File: config.mk
export PLATFORM = sky130hd
export DESIGN_NAME = load_store_unit
export DESIGN_NICKNAME = d
export VERILOG_FILES = /design/src/rtl/lsu_pkg.sv /design/src/rtl/lsu_lane_align.sv /design/src/rtl/load_store_unit.sv
export SDC_FILE = /design/constraint.sdc
export NUM_CORES = 1
export LEC_CHECK = 0
export BUFFER_PORTS_ARGS = -buffer_cell sky130_fd_sc_hd__clkbuf_2
export CORE_UTILIZATION = 41
export CTS_BUF_LIST = sky130_fd_sc_hd__clkbuf_4
export CTS_CLUSTER_DIAMETER = 100
export DETAILED_ROUTE_END_ITERATION = 10
export PLACE_DENSITY_LB_ADDON = 0.12
export SYNTH_ARGS = -nofsm -noshare
export SYNTH_HDL_FRONTEND = slang
export SYNTH_HIERARCHICAL = 1
export SYNTH_SLANG_ARGS = --single-unit
File: constraint.sdc
create_clock -name CLK -period 2.35 [get_ports CLK]
set_input_delay 0.1175 -clock CLK [delete_from_list [all_inputs] [get_ports CLK]]
set_output_delay 0.1175 -clock CLK [all_outputs]
set_load 0.01 [all_outputs]
File: src/rtl/lsu_pkg.sv
// -----------------------------------------------------------------------------
// lsu_pkg
// Shared constants for the load/store unit: access size codes, FSM state
// encoding, response latencies (acceptance edge counted as cycle 1) and the
// alignment rule used at request acceptance.
// -----------------------------------------------------------------------------
package lsu_pkg;

    // Access size codes carried on req_size
    localparam logic [1:0] SZ_BYTE = 2'b00;
    localparam logic [1:0] SZ_HALF = 2'b01;
    localparam logic [1:0] SZ_WORD = 2'b10;
    localparam logic [1:0] SZ_RSVD = 2'b11;

    // FSM state encoding
    localparam logic [1:0] ST_IDLE  = 2'd0;
    localparam logic [1:0] ST_READ  = 2'd1;
    localparam logic [1:0] ST_WRITE = 2'd2;
    localparam logic [1:0] ST_RESP  = 2'd3;

    // Cycles from the acceptance edge to resp_valid high
    localparam int unsigned LAT_LOAD       = 2;
    localparam int unsigned LAT_STORE_WORD = 2;
    localparam int unsigned LAT_STORE_SUB  = 3;
    localparam int unsigned LAT_ERR        = 1;

    // Natural alignment for each size; the reserved size is always rejected.
    function automatic logic is_misaligned(input logic [1:0] size,
                                           input logic [1:0] addr_lo);
        logic bad;
        case (size)
            SZ_BYTE: bad = 1'b0;
            SZ_HALF: bad = addr_lo[0];
            SZ_WORD: bad = |addr_lo;
            default: bad = 1'b1;
        endcase
        return bad;
    endfunction

endpackage

File: src/rtl/lsu_lane_align.sv
// -----------------------------------------------------------------------------
// lsu_lane_align
// Combinational little-endian byte-lane steering for the load/store unit.
//   word_i     : 32-bit memory word (fresh read data or the read buffer)
//   addr_lo_i  : byte offset within the word
//   size_i     : access size code (lsu_pkg SZ_*)
//   signed_i   : sign-extend sub-word loads
//   wdata_i    : right-justified store data
//   load_o     : addressed lane, zero/sign-extended to 32 bits
//   merged_o   : word_i with the addressed lane replaced by store data
//                (wdata_i unchanged for word accesses)
// -----------------------------------------------------------------------------
module lsu_lane_align
    import lsu_pkg::*;
(
    input  logic [31:0] word_i,
    input  logic [1:0]  addr_lo_i,
    input  logic [1:0]  size_i,
    input  logic        signed_i,
    input  logic [31:0] wdata_i,
    output logic [31:0] load_o,
    output logic [31:0] merged_o
);

    logic [7:0]  byte_sel;
    logic [15:0] half_sel;

    always_comb begin
        byte_sel = word_i[{addr_lo_i, 3'b000} +: 8];
        half_sel = word_i[{addr_lo_i[1], 4'b0000} +: 16];
        load_o   = word_i;
        merged_o = wdata_i;
        case (size_i)
            SZ_BYTE: begin
                load_o   = {{24{signed_i & byte_sel[7]}}, byte_sel};
                merged_o = word_i;
                merged_o[{addr_lo_i, 3'b000} +: 8] = wdata_i[7:0];
            end
            SZ_HALF: begin
                load_o   = {{16{signed_i & half_sel[15]}}, half_sel};
                merged_o = word_i;
                merged_o[{addr_lo_i[1], 4'b0000} +: 16] = wdata_i[15:0];
            end
            default: ;
        endcase
    end

endmodule

File: src/rtl/load_store_unit.sv
// -----------------------------------------------------------------------------
// load_store_unit
// Initiator for a word-wide data memory with a single write enable. Accepts
// byte/half/word loads and stores from the core one at a time; sub-word
// stores are done as read-modify-write.
//
// Ports
//   CLK, rst           : clock (rising edge), synchronous active-high reset
//   req_valid/ready    : request handshake; ready only while idle
//   req_we, req_size   : store flag, size code (00 byte, 01 half, 10 word)
//   req_signed         : sign-extend sub-word loads
//   req_addr, wdata    : byte address, right-justified store data
//   resp_valid         : one-cycle completion pulse
//   resp_rdata/err     : load result / error flag, held until next response
//   mem_A/WE/WD/RD     : word index, write enable, write data, comb. read data
//
// Build option
//   LSU_BOUNDS_CHECK_EN : when defined, word index >= MEM_WORDS is rejected
//                         as an error at acceptance.
// -----------------------------------------------------------------------------
module load_store_unit
    import lsu_pkg::*;
#(
    parameter int unsigned MEM_WORDS = 32,
    parameter int unsigned ADDR_W    = 32
) (
    input  logic              CLK,
    input  logic              rst,
    input  logic              req_valid,
    output logic              req_ready,
    input  logic              req_we,
    input  logic [1:0]        req_size,
    input  logic              req_signed,
    input  logic [ADDR_W-1:0] req_addr,
    input  logic [31:0]       req_wdata,
    output logic              resp_valid,
    output logic [31:0]       resp_rdata,
    output logic              resp_err,
    output logic [31:0]       mem_A,
    output logic              mem_WE,
    output logic [31:0]       mem_WD,
    input  logic [31:0]       mem_RD
);

`ifdef LSU_BOUNDS_CHECK_EN
    localparam bit BoundsEn = 1'b1;
`else
    localparam bit BoundsEn = 1'b0;
`endif

    logic [1:0]  state_q, state_d;
    logic        we_q, signed_q;
    logic [1:0]  size_q, addr_lo_q;
    logic [31:0] wdata_q, buf_q;
    logic [31:0] mem_a_q, mem_a_d;
    logic [31:0] resp_rdata_q, resp_rdata_d;
    logic        resp_err_q, resp_err_d;

    logic        accept, req_err, oob;
    logic [31:0] align_word, load_val, merged;

    assign req_ready = (state_q == ST_IDLE);
    assign accept    = req_valid && req_ready;

    assign oob     = BoundsEn &&
                     ({2'b00, req_addr[ADDR_W-1:2]} >= ADDR_W'(MEM_WORDS));
    assign req_err = is_misaligned(req_size, req_addr[1:0]) || oob;

    // During READ the load/merge path looks straight at memory so the load
    // result can be registered on the READ->RESP edge; afterwards the
    // captured buffer feeds the RMW merge in WRITE.
    assign align_word = (state_q == ST_READ) ? mem_RD : buf_q;

    lsu_lane_align u_align (
        .word_i    (align_word),
        .addr_lo_i (addr_lo_q),
        .size_i    (size_q),
        .signed_i  (signed_q),
        .wdata_i   (wdata_q),
        .load_o    (load_val),
        .merged_o  (merged)
    );

    always_comb begin
        state_d      = state_q;
        mem_a_d      = mem_a_q;
        resp_rdata_d = resp_rdata_q;
        resp_err_d   = resp_err_q;
        case (state_q)
            ST_IDLE: begin
                if (accept) begin
                    if (req_err) begin
                        state_d      = ST_RESP;
                        resp_rdata_d = 32'h0;
                        resp_err_d   = 1'b1;
                    end else begin
                        mem_a_d = 32'(req_addr[ADDR_W-1:2]);
                        state_d = (req_we && req_size == SZ_WORD) ? ST_WRITE : ST_READ;
                    end
                end
            end
            ST_READ: begin
                if (we_q) begin
                    state_d = ST_WRITE;
                end else begin
                    state_d      = ST_RESP;
                    resp_rdata_d = load_val;
                    resp_err_d   = 1'b0;
                end
            end
            ST_WRITE: begin
                state_d      = ST_RESP;
                resp_rdata_d = 32'h0;
                resp_err_d   = 1'b0;
            end
            default: state_d = ST_IDLE;
        endcase
    end

    // Control and output registers
    always_ff @(posedge CLK) begin
        if (rst) begin
            state_q      <= ST_IDLE;
            mem_a_q      <= 32'h0;
            resp_rdata_q <= 32'h0;
            resp_err_q   <= 1'b0;
        end else begin
            state_q      <= state_d;
            mem_a_q      <= mem_a_d;
            resp_rdata_q <= resp_rdata_d;
            resp_err_q   <= resp_err_d;
        end
    end

    // Request capture and read buffer: only meaningful once loaded
    always_ff @(posedge CLK) begin
        if (accept) begin
            we_q      <= req_we;
            size_q    <= req_size;
            signed_q  <= req_signed;
            addr_lo_q <= req_addr[1:0];
            wdata_q   <= req_wdata;
        end
        if (state_q == ST_READ) begin
            buf_q <= mem_RD;
        end
    end

    assign resp_valid = (state_q == ST_RESP);
    assign resp_rdata = resp_rdata_q;
    assign resp_err   = resp_err_q;
    assign mem_A      = mem_a_q;
    // Gated by rst so a reset landing on WRITE never lets the write through.
    assign mem_WE     = (state_q == ST_WRITE) && !rst;
    assign mem_WD     = (state_q == ST_WRITE) ? merged : 32'h0;

endmodule
======== Word-level counts from Yosys, hierarchy flattened ========
Index checks and enable logic that the tools add are counted.
word-level totals
  output and inout bits ................... 100
  register bits ........................... 135
operators by class
  add/subtract/negate cells ............... 2
  shift-type cells ........................ 6
  bitwise gates (word level) .............. 3
  reduce and logical (&&, ||, !) cells .... 11
  eq/ne operators ......................... 9
  mux-type cells .......................... 20
operators by type and width
  cell                       number
  $mux W32                   5
  $pmux W32 S2               2
  $pmux W32 S3               1
  $bwmux W32                 2
  $shift A16 B7 Y32 const A  1
  $shift A8 B7 Y32 const A   1
  $shiftx A16 B7 Y32         1
  $shiftx A32 B6 Y16         1
  $shiftx A32 B6 Y8          1
  $shiftx A8 B7 Y32          1
  $neg A5 Y7                 2
  $eq A2 B1 Y1 const B       3
  $eq A2 B2 Y1 const B       3
  $logic_not A2 Y1           3
  $mux W2                    3
  $pmux W1 S3                2
  $pmux W2 S3                1
  $mux W1                    4
  $ne A2 B1 Y1 const B       2
  $reduce_and A4 Y1          1
  $logic_and A1 B1 Y1        3
  $reduce_and A3 Y1          1
  $reduce_bool A3 Y1         1
  $and A1 B1 Y1              2
  other kinds (4)            4

======== Longest topological paths before layout ========
Gate-level depths: netlist (run 1).
  depth in word-level cells ............... 7
  depth in mapped cells ................... 10
  gate-level depth less buffers ........... 7

======== By module ========
Netlist (run 1), hierarchy kept.
modules (own cells, without submodules)
  module           instances  sequential area each (sq um)  cells each  area an instance (sq um)
  load_store_unit  1          3083.0                        384         4739.5
  lsu_lane_align   1          0.0                           277         1844.3

======== Worst setup path before layout (run 1) ========
No wires, ideal clock.
  path type ............................... register -> register
  start point ............................. reg state_q[0]
  end point ............................... reg mem_a_q[0], in the netlist mem_A[0]
  data required time ...................... 2218 ps
  arrival ................................. 2325 ps
  stages on the path, launching flop included .. 8
  clock period less this slack ............ 2457 ps
  path slack .............................. -107 ps
  setup time .............................. 132 ps
  path through ............................ dfxtp_1 > inv_1 > ha_1 > and2_1 > nand3_1 > clkbuf_1 > nand2_1 > a21oi_1
on the way
  word-level cells in the longest chain between the ends .. 3
RTL lines
  item                                RTL line                RTL
  from (decl)                         load_store_unit.sv:51   logic [1:0] state_q, state_d;
  from (signal assigned)              load_store_unit.sv:128  state_q <= state_d;
  $logic_not A2 Y1                    load_store_unit.sv:62   assign req_ready = (state_q == ST_IDLE);
  named net req_ready                 load_store_unit.sv:30   output logic req_ready,
  $logic_and A1 B1 Y1                 load_store_unit.sv:63   assign accept = req_valid && req_ready;
  named net accept                    load_store_unit.sv:59   logic accept, req_err, oob;
  $reduce_and A3 Y1 (no source line)  n/a
  to (signal assigned)                load_store_unit.sv:129  mem_a_q <= mem_a_d;
  to (decl)                           load_store_unit.sv:55   logic [31:0] mem_a_q, mem_a_d;
The timed path passes the listed nets, and every way through them passes these cells.
A chain may end at the register's enable or synchronous reset.

======== Final worst setup path (run 1) ========
  start point ............................. reg state_q[1]
  end point ............................... out mem_WD[21]
on the way
  word-level cells in the longest chain between the ends .. 5
  elaborated cells on any way between the ends .. 7
  those cells by class .................... 2 x eq/ne; 5 x mux
RTL lines
  item                           RTL line                                    RTL
  $eq A2 B1 Y1 *                 load_store_unit.sv:72                       assign align_word = (state_q == ST_READ) ? mem_RD : buf_q;
  $mux W32 *                     n/a
  named net align_word[21]       load_store_unit.sv:60                       logic [31:0] align_word, load_val, merged;
  $bwmux W32 (on tied branches)  lsu_lane_align.sv:42, lsu_lane_align.sv:37
  $pmux W32 S2 *                 lsu_lane_align.sv:33                        case (size_i)
  named net merged[21]           load_store_unit.sv:60
  $mux W32 *                     load_store_unit.sv:155                      assign mem_WD = (state_q == ST_WRITE) ? merged : 32'h0;
  to (decl)                      load_store_unit.sv:41                       output logic [31:0] mem_WD,
Mark *: on every way through the listed nets, which the timed path passes. The rest lies on a longest branch.

==> out/qor.csv, run 1 <==
metric;value;unit
Vias;6777;
RR Startpoint;state_q[1];
worst setup margin;-0.231;ns
routed wire length;23800;um
status;finished, violations left;
r2r endpoint;resp_rdata[10];
period utilization;110;%
die width;129;um
pin count of the biggest net entering global routing;39;
Max Freq;387;MHz
Final Hold Vio Count;0;
Buffers on Ports;200;
Root Buffer Master;clkbuf_4;
ANT nets after route;0;
CTS sink count;135;
CTS Buffer Depth;2;
Die Area;16600;um2
Max-Cap Viols;0;
Worst-Skew Late Latency;0.55;ns
Compound-Gate Fraction of Synth Area;18.8;%
worst slew pin tran;0.760;ns
crit path cell chain;inv_2 > ha_4 > buf_12 > buf_16 > mux2_4 > mux2i_1 > o21ai_1 > a221o_1 > and2_1 > clkbuf_2;
vias per cell;5.41;
fill cell count;1221;
gr ovfl total;0;
worst setup path start;state_q[1];
All-Layer GR Usage;28.3;%
post-DP HPWL;14800;um
Starting Density;42.7;%
worst hold path stage count;4;
initial antenna violation count;1;
WHS;0.0956;ns
pwr/cell area;1090;nW/um2
failing checks;negative setup slack;
Synth cell types;63;
synthesis-to-finish area growth;55.7;%
Setup-failing EPs final;37;
Hold Path Class;input port to register;
main combinational cell family by area after synthesis;compound AO/OA/AOI/OAI gates;
synthesized area per cell;9.96;um2
post-synthesis cell count;661;
fraction of layout cells with a size suffix above 1;42.0;%
number of DRC markers in iteration 0;676;
gp weighted congestion;0.880;
CTS clk-pin slew, worst paths;0.13;ns
R2R cell count;10;
RSZ-0062 raised after global routing;true;
Critical Path Slowest Stage Cell;dfxtp_2;
Worst Min Path Start;mem_RD[15];
CTS tree;built;
First-pass DRT Iterations;5;
fin crit period;2.58;ns
xor/xnor share of the synthesized area;0;%
peak supply drop;0.586;mV
critical path startpoint category;register;
Post-synth top cells;nand2_1 (116), dfxtp_1 (97), and2_1 (43), a22o_1 (39), edfxtp_1 (38);
FF-to-FF setup slack;-0.04;ns
Worst slew margin;49.2;%
Post-Synth Adder-Cell Area;1.71;%
DRC errors left;0;
synth warn;6;
WP data required;2.23;ns
Synth top area share;29.5;%
max-slew violation count;0;
Main synth FF type;dfxtp_1;
core area;15400;um2
multiplexer area fraction after synthesis;9.84;%
vias in the first global route;6380;
fraction of registers with async set/reset;0;%
Hold Path End;buf_q[15];
CP Max Fanout;5;
CP peak stage delay;0.35;ns
P_leak;4.59;nW
routed len/inst;19.0;um
I/O pins;203;
Mapped Area;6580;um2
H-tree Lvls;4;
Die H;129;um
Post-synth EDFFs;38;
Sum Neg Setup Slack;-5.58;ns
CTS buffer count;17;
Crit. End Element;output port;
most common cell in the netlist;nand2_1;
Setup Skew;0.0224;ns
row cnt;45;
Synth area leaders;dfxtp_1 (29%), edfxtp_1 (17%), nand2_1 (6.6%);
cell taking the most area after synthesis;dfxtp_1;
sequential area share after synthesis;46.8;%
Tot Pwr;11.1;mW
Crit Path Class;register to output port;
Synth Area in Simple Gates;17.3;%
Worst Path Arrival;2.46;ns
first-pass GRT wire length;35100;um
Nets;1138;
flop and latch count out of synthesis;135;
==> per-stage QoR <==
stage	instance area, um2	std cells	utilization [%]	setup WS, ns
global placement	7800	1052	50.6	0.0590
floorplan	6590	662	-	0.00634
CTS	9930	1234	64.4	-0.286
detailed placement	7800	1052	50.6	-0.0101
finish	10300	1252	66.5	-0.231
global route	10300	1252	66.5	-0.344
==> layer usage <==
metal	GRT usage [%]	part of all wire, %
met4	11.4	3.1
met2	47.3	48
met1	35.6	41
met5	0	0
met3	5.99	7.7
==> cell usage in the layout (no fill, tap or decap), types with 7 or more instances in the layout <==
master | Yosys | layout
a21o_1 | 7 | 7
a221o_1 | 7 | 7
and2_4 | 0 | 8
mux2i_1 | 25 | 23
buf_6 | 8 | 14
clkbuf_4 | 0 | 19
a31oi_1 | 8 | 8
buf_2 | 23 | 7
nand4b_1 | 8 | 8
o2111ai_2 | 0 | 11
clkbuf_2 | 0 | 187
o21ai_1 | 1 | 19
nor2_1 | 8 | 7
mux2_4 | 1 | 31
o21ai_0 | 30 | 12
buf_12 | 0 | 8
and2_1 | 43 | 33
dfxtp_1 | 97 | 95
inv_1 | 16 | 11
dlygate4sd3_1 | 0 | 97
a22o_1 | 39 | 39
a21oi_1 | 31 | 31
o211ai_1 | 8 | 8
buf_4 | 5 | 75
o221ai_1 | 8 | 8
edfxtp_1 | 38 | 38
nand2_1 | 116 | 109
==> critical path: cells and delay by family (launching register included) <==
kind | cells | cell delay (ns)
flip-flops | 1 | 0.35
adder cells (fa/ha/maj) | 1 | 0.17
AO/OA/AOI/OAI | 2 | 0.33
buffers and inverters | 4 | 0.45
multiplexers | 2 | 0.48
AND/OR/NAND/NOR | 1 | 0.16
==> cell type report <==
class	count	area, um2	area share, %
diodes	2	5.00	0.0488
clock buffers	19	143	1.39
clock inverters	13	106	1.04
inverters	16	62.6	0.610
multi-input cells	463	3650	35.6
flip-flops and latches	135	3090	30.1
well taps	211	264	2.58
repair buffers	393	2940	28.6
==> sequential cells by signal (all words and copies together) (netlist names) <==
name and flops:
resp_rdata 32, buf_q 32, size_q 2, resp_err 1, addr_lo_q 2, state_q 2
mem_A 30, signed_q 1, we_q 1, wdata_q 32
==> power breakdown <==
part           leakage (nW)  internal [mW]  switching, mW  total (mW)
Sequential             1.16           3.01          0.302        3.31
Combinational          3.30           3.08           3.31        6.38
Clock                 0.137          0.541          0.885        1.43
==> cells by family after synthesis <==
| family | count (synthesis) |
|---|---|
| flops | 135 |
| mux | 59 |
| other cells | 1 |
| buf+inv | 66 |
| fa+ha+maj | 9 |
| simple gates | 220 |
| compound gates | 171 |
==> how the worst max path moves through the flow <==
stage | to | depth (start not counted)
after CTS | mem_WD[22] | 10
after detailed placement | resp_rdata[26] | 6
final | mem_WD[21] | 10
after floorplan | resp_rdata[7] | 9
after global placement | resp_rdata[3] | 6
after global routing | mem_WD[26] | 10
==> timing repair <==
item / CTS / global route
setup buffers: 49 / 15
hold buffers: 97 / 0
cloned: 4 / 1
gates resized for setup: 103 / 61
endpoints found under the setup margin: 64 / 45
hold endpoints to repair: 98 / 0
pin swaps: 32 / 15
Power figures use the tool's default switching activity.
==> inputs of run 2 (changes only) <==
--- a/config.mk
+++ b/config.mk
@@ -5,10 +5,12 @@
 export SDC_FILE = /design/constraint.sdc
 export NUM_CORES = 1
 export LEC_CHECK = 0
+export ABC_CLOCK_PERIOD_IN_PS = 2350
 export BUFFER_PORTS_ARGS = -buffer_cell sky130_fd_sc_hd__clkbuf_2
-export CORE_UTILIZATION = 41
+export CORE_UTILIZATION = 48
 export CTS_BUF_LIST = sky130_fd_sc_hd__clkbuf_4
 export CTS_CLUSTER_DIAMETER = 100
+export CTS_CLUSTER_SIZE = 25
 export DETAILED_ROUTE_END_ITERATION = 10
 export PLACE_DENSITY_LB_ADDON = 0.12
 export SYNTH_ARGS = -nofsm -noshare
==> out/qor.csv, run 2 (synthesis results as in run 1) <==
metric;value;unit;change
pre-CTS setup slack;0.0317;ns;+0.0418 ns
Placed Area;7740;um2;-0.79%
CP bufs+invs;4;;unchanged
P_leak;4.39;nW;-4.4%
Crit path max-delay family;buffers and inverters;;
I/O pins;203;;unchanged
WP data required;2.23;ns;about the same
vias in the first global route;6433;;+0.83%
Setup-failing EPs final;32;;-14%
critical path startpoint category;register;;
CTS clk-pin slew, worst paths;0.13;ns;about the same
pwr/cell area;1060;nW/um2;-1.9%
Die Area;14200;um2;-14%
Final Hold Vio Count;0;;unchanged
All-Layer GR Usage;32.7;%;+4.4 points
Tot Pwr;10.4;mW;-6.2%
most frequent cells in the layout;clkbuf_2 (186), nand2_1 (113), dlygate4sd3_1 (99);;
Vias;6720;;-0.84%
max-slew violation count;0;;unchanged
Hold Path Class;input port to register;;
vias per cell;5.66;;+4.6%
Crit. End Element;output port;;
pin count of the biggest net entering global routing;57;;+46%
row cnt;42;;-6.7%
Worst Path Arrival;2.49;ns;+0.03 ns
gr ovfl total;0;;unchanged
Nets;1110;;-2.5%
number of DRC markers in iteration 0;568;;-16%
status;finished, violations left;;
period utilization;111;%;+0.92 points
core area;13300;um2;-14%
Setup Skew;0.0137;ns;-0.00874 ns
worst setup path start;state_q[1];;
commonest non-fill, non-tap cell in the layout;clkbuf_2;;
Die H;119;um;-7.5%
Critical Path Slowest Stage Cell;dfxtp_2;;
CP Max Fanout;8;;+3
fill cell count;978;;-20%
Starting Density;49.5;%;+6.8 points
RR Startpoint;state_q[1];;
Sum Neg Setup Slack;-5.62;ns;-0.0356 ns
Root Buffer Master;clkbuf_4;;
Crit Path Class;register to output port;;
worst slew pin tran;0.791;ns;+0.0311 ns
routed wire length;23400;um;-1.9%
Worst slew margin;47.1;%;-2.1 points
die width;119;um;-7.5%
register area;3090;um2;about the same
post-route insts no fill;1187;;-5.2%
total placed cells including tap cells;1013;;-3.7%
CP dominant cell by count;buf_12;;
fin crit period;2.60;ns;+0.0217 ns
CTS sink count;135;;unchanged
final design utilization;73.8;%;+7.3 points
Buffers on Ports;200;;unchanged
initial antenna violation count;1;;unchanged
Max Freq;384;MHz;-0.83%
CTS Buffer Depth;2;;unchanged
fin area;9810;um2;-4.3%
RSZ-0062 raised after global routing;true;;
ANT nets after route;0;;unchanged
Worst-Skew Late Latency;0.55;ns;about the same
Max-Cap Viols;0;;unchanged
synthesis-to-finish area growth;49.0;%;
crit path cell chain;inv_2 > ha_4 > buf_12 > buf_12 > mux2_4 > mux2i_1 > o21ai_0 > a221o_1 > and2_1 > clkbuf_2;;
DRC errors left;0;;unchanged
routed len/inst;19.7;um;+3.5%
Worst Min Path Start;mem_RD[15];;
CP peak stage delay;0.35;ns;about the same
failing checks;negative setup slack;;
gp weighted congestion;0.966;;+9.8%
First-pass DRT Iterations;5;;unchanged
CTS buffer count;17;;unchanged
WHS;0.112;ns;+0.0167 ns
worst setup margin;-0.253;ns;-0.0217 ns
peak supply drop;0.515;mV;-12%
CTS tree;built;;
H-tree Lvls;4;;unchanged
multi-input logic area;3530;um2;-3.2%
first-pass GRT wire length;35200;um;+0.20%
post-DP HPWL;14800;um;about the same
fraction of layout cells with a size suffix above 1;39.0;%;-3.0 points
-- run 2: where the power goes --
part	internal, mW	total [mW]	switching, mW	leakage (nW)
combinational	2.71	5.81	3.10	3.10
sequential	3.01	3.32	0.314	1.16
clock	0.435	1.30	0.869	0.135
total	6.15	10.4	4.28	4.39
-- run 2: path summary, 6_finish.rpt --
check / to / slack [ns] / cells after the start
min reg2reg: mem_A[14] / 0.46 / 2
min: buf_q[15] / 0.11 / 4
max: mem_WD[17] / -0.25 / 10
max reg2reg: resp_rdata[7] / 0.04 / 9
-- run 2: routing by layer --
layer  vias up  wire, um  track usage [%]
met5         -         0                0
met4         0      1200             19.0
met3        68      1840             6.37
met2       361     10800             51.4
met1      3210      9550             41.9
li1       3081         -                -
-- run 2: area by class of cell --
type	count	share of cell area, %
Antenna cell	1	0.0255
Clock buffer	19	1.45
Clock inverter	12	0.791
Inverter	16	0.638
Multi-Input combinational cell	462	36.0
Sequential cell	135	31.5
Tap cell	176	2.25
Timing Repair Buffer	366	27.4
-- run 2: worst min-delay path: stages --
cell	delay [ns]
clkbuf_2	0.12
mux2_4	0.17
buf_6	0.11
buf_4	0.13
-- run 2: repair_timing --
action,CTS,global route
hold buffers,99,0
endpoints found under the hold margin,101,0
gates resized for setup,76,56
setup endpoints to repair,32,64
cloned,1,2
pin swaps,17,17
buffers inserted,33,8
==> inputs of run 3 (changes only) <==
--- a/config.mk
+++ b/config.mk
@@ -7,6 +7,7 @@
 export LEC_CHECK = 0
 export ABC_CLOCK_PERIOD_IN_PS = 2350
 export BUFFER_PORTS_ARGS = -buffer_cell sky130_fd_sc_hd__clkbuf_2
+export CORE_ASPECT_RATIO = 1.2
 export CORE_UTILIZATION = 48
 export CTS_BUF_LIST = sky130_fd_sc_hd__clkbuf_4
 export CTS_CLUSTER_DIAMETER = 100
==> out/qor.csv, run 3 (synthesis results as in run 1) <==
metric;value;unit;change
status;finished, violations left;;
failing checks;negative setup slack;;
ANT nets after route;0;;unchanged
initial antenna violation count;1;;unchanged
Setup Skew;0.0173;ns;+0.00358 ns
gp weighted congestion;0.898;;-7.1%
CTS buffer count;17;;unchanged
Vias;6896;;+2.6%
worst setup margin;-0.224;ns;+0.0283 ns
Root Buffer Master;clkbuf_4;;
vias per cell;5.71;;+0.92%
Starting Density;49.5;%;unchanged
commonest non-fill, non-tap cell in the layout;clkbuf_2;;
Max-Cap Viols;0;;unchanged
first-pass GRT wire length;34200;um;-2.8%
pre-CTS setup slack;0.0528;ns;+0.0211 ns
All-Layer GR Usage;32.8;%;+0.088 points
worst slew pin tran;0.768;ns;-0.0224 ns
Hold Path Class;input port to register;;
DRC errors left;0;;unchanged
crit path cell chain;inv_2 > ha_4 > buf_6 > mux2_4 > mux2i_1 > o221ai_1 > a21o_1 > and2_1 > buf_2;;
vias in the first global route;6443;;+0.16%
row cnt;46;;+9.5%
switching pwr;4.31;mW;+0.54%
core area;13300;um2;unchanged
pwr/cell area;1080;nW/um2;+1.6%
Switching Fraction;39.8;%;-1.3 points
pin count of the biggest net entering global routing;38;;-33%
CTS Buffer Depth;2;;unchanged
H-tree Lvls;4;;unchanged
CP bufs+invs;3;;-1
post-DP HPWL;14900;um;+0.70%
CP Max Fanout;6;;-2
WP data required;2.23;ns;about the same
Die Area;14200;um2;about the same
max-slew violation count;0;;unchanged
Worst Path Arrival;2.46;ns;-0.03 ns
Buffers on Ports;200;;unchanged
peak supply drop;0.715;mV;+39%
CTS sink count;135;;unchanged
die width;109;um;-8.6%
Clk pwr share;14.1;%;+1.6 points
gr ovfl total;0;;unchanged
fill cell count;932;;-4.7%
most frequent cells in the layout;clkbuf_2 (180), nand2_1 (109), dlygate4sd3_1 (100);;
critical path startpoint category;register;;
P_leak;4.53;nW;+3.2%
Crit. End Element;output port;;
CP peak stage delay;0.36;ns;about the same
CTS clk-pin slew, worst paths;0.11;ns;-0.02 ns
routed wire length;24000;um;+2.8%
Setup-failing EPs final;31;;-3.1%
Max Freq;388;MHz;+1.1%
Crit path max-delay family;multiplexers;;
I/O pins;203;;unchanged
First-pass DRT Iterations;5;;unchanged
number of DRC markers in iteration 0;537;;-5.5%
Tot Pwr;10.8;mW;+3.7%
sequential share of power;30.6;%;-1.2 points
WHS;0.0772;ns;-0.0350 ns
Final Hold Vio Count;0;;unchanged
Critical Path Slowest Stage Cell;mux2_4;;
Crit Path Class;register to output port;;
combinational share of power;55.3;%;-0.4 points
routed len/inst;19.9;um;+1.1%
Worst-Skew Late Latency;0.56;ns;about the same
fraction of layout cells with a size suffix above 1;40.4;%;+1.4 points
period utilization;110;%;-1.2 points
RSZ-0062 raised after global routing;true;;
Sum Neg Setup Slack;-4.47;ns;+1.15 ns
Nets;1137;;+2.4%
fin crit period;2.57;ns;-0.0283 ns
Internal;6.52;mW;+6.0%
CTS tree;built;;
Worst slew margin;48.6;%;+1.5 points
Die H;130;um;+9.4%
synthesis-to-finish area growth;52.1;%;
-- run 3: cell count changes in the layout (fill, tap and decap cells not counted), sizes merged --
cell / previous run / this run
inv: 21 / 18
clkbuf: 206 / 198
dlygate4sd3: 99 / 100
clkinvlp: 0 / 1
bufinv: 0 / 2
and2: 43 / 44
buf: 80 / 112
clkinv: 7 / 9
-- run 3: path summary, 6_finish.rpt --
path         depth (start not counted)  slack (ns)            end  startpoint
min                                  4        0.08      buf_q[15]  mem_RD[15]
min reg2reg                          2        0.46       mem_A[4]    mem_A[4]
max reg2reg                          9        0.04  resp_rdata[7]  state_q[1]
max                                  9       -0.22     mem_WD[25]  state_q[1]
-- run 3: metal layers --
| layer | part of all wire (%) | global-route usage (%) | up-vias |
|---|---|---|---|
| li1 | - | - | 3136 |
| met1 | 38 | 37.4 | 3298 |
| met2 | 49 | 55.1 | 374 |
| met3 | 7.5 | 7.64 | 88 |
| met4 | 5.5 | 20.7 | 0 |
| met5 | 0 | 0 | - |
-- run 3: worst min-delay path, delay by kind of cell --
family / cells / cell delay (ns)
buffers and inverters: 3 / 0.32
muxes: 1 / 0.16
-- run 3: cell type report --
type	instances	area, um2	share of cell area [%]
multi-input cells	463	3560	35.6
clock inverters	14	133	1.32
diodes	1	2.50	0.0250
inverters	16	62.6	0.625
clock buffers	18	135	1.35
repair buffers	392	2830	28.2
well taps	168	210	2.10
flip-flops and latches	135	3090	30.8
-- run 3: what timing repair did --
item / 4_1_cts / 5_1_grt
hold buffers: 100 / 0
resized for setup: 83 / 75
hold endpoints to repair: 101 / 0
buffers inserted: 47 / 19
endpoints found under the setup margin: 32 / 64
gates cloned: 2 / 2
pin swaps: 56 / 30
-- run 3: metrics by stage --
stage	instances	util (%)	instance area, um2
detailed placement	1009	58.4	7760
CTS	1189	73.3	9740
global placement	1009	58.4	7760
global route	1207	75.3	10000
finish	1207	75.3	10000
floorplan	662	-	6590
-- run 3: power by group through the flow --
stage / sequential, mW / clock, mW / combinational, mW
after floorplan: 3.27 / 0 / 2.79
final: 3.32 / 1.53 / 5.98
after detailed placement: 3.33 / 0 / 4.22
after CTS: 3.30 / 1.54 / 5.54
after global placement: 3.30 / 0 / 4.14
after global routing: 3.36 / 1.64 / 6.32
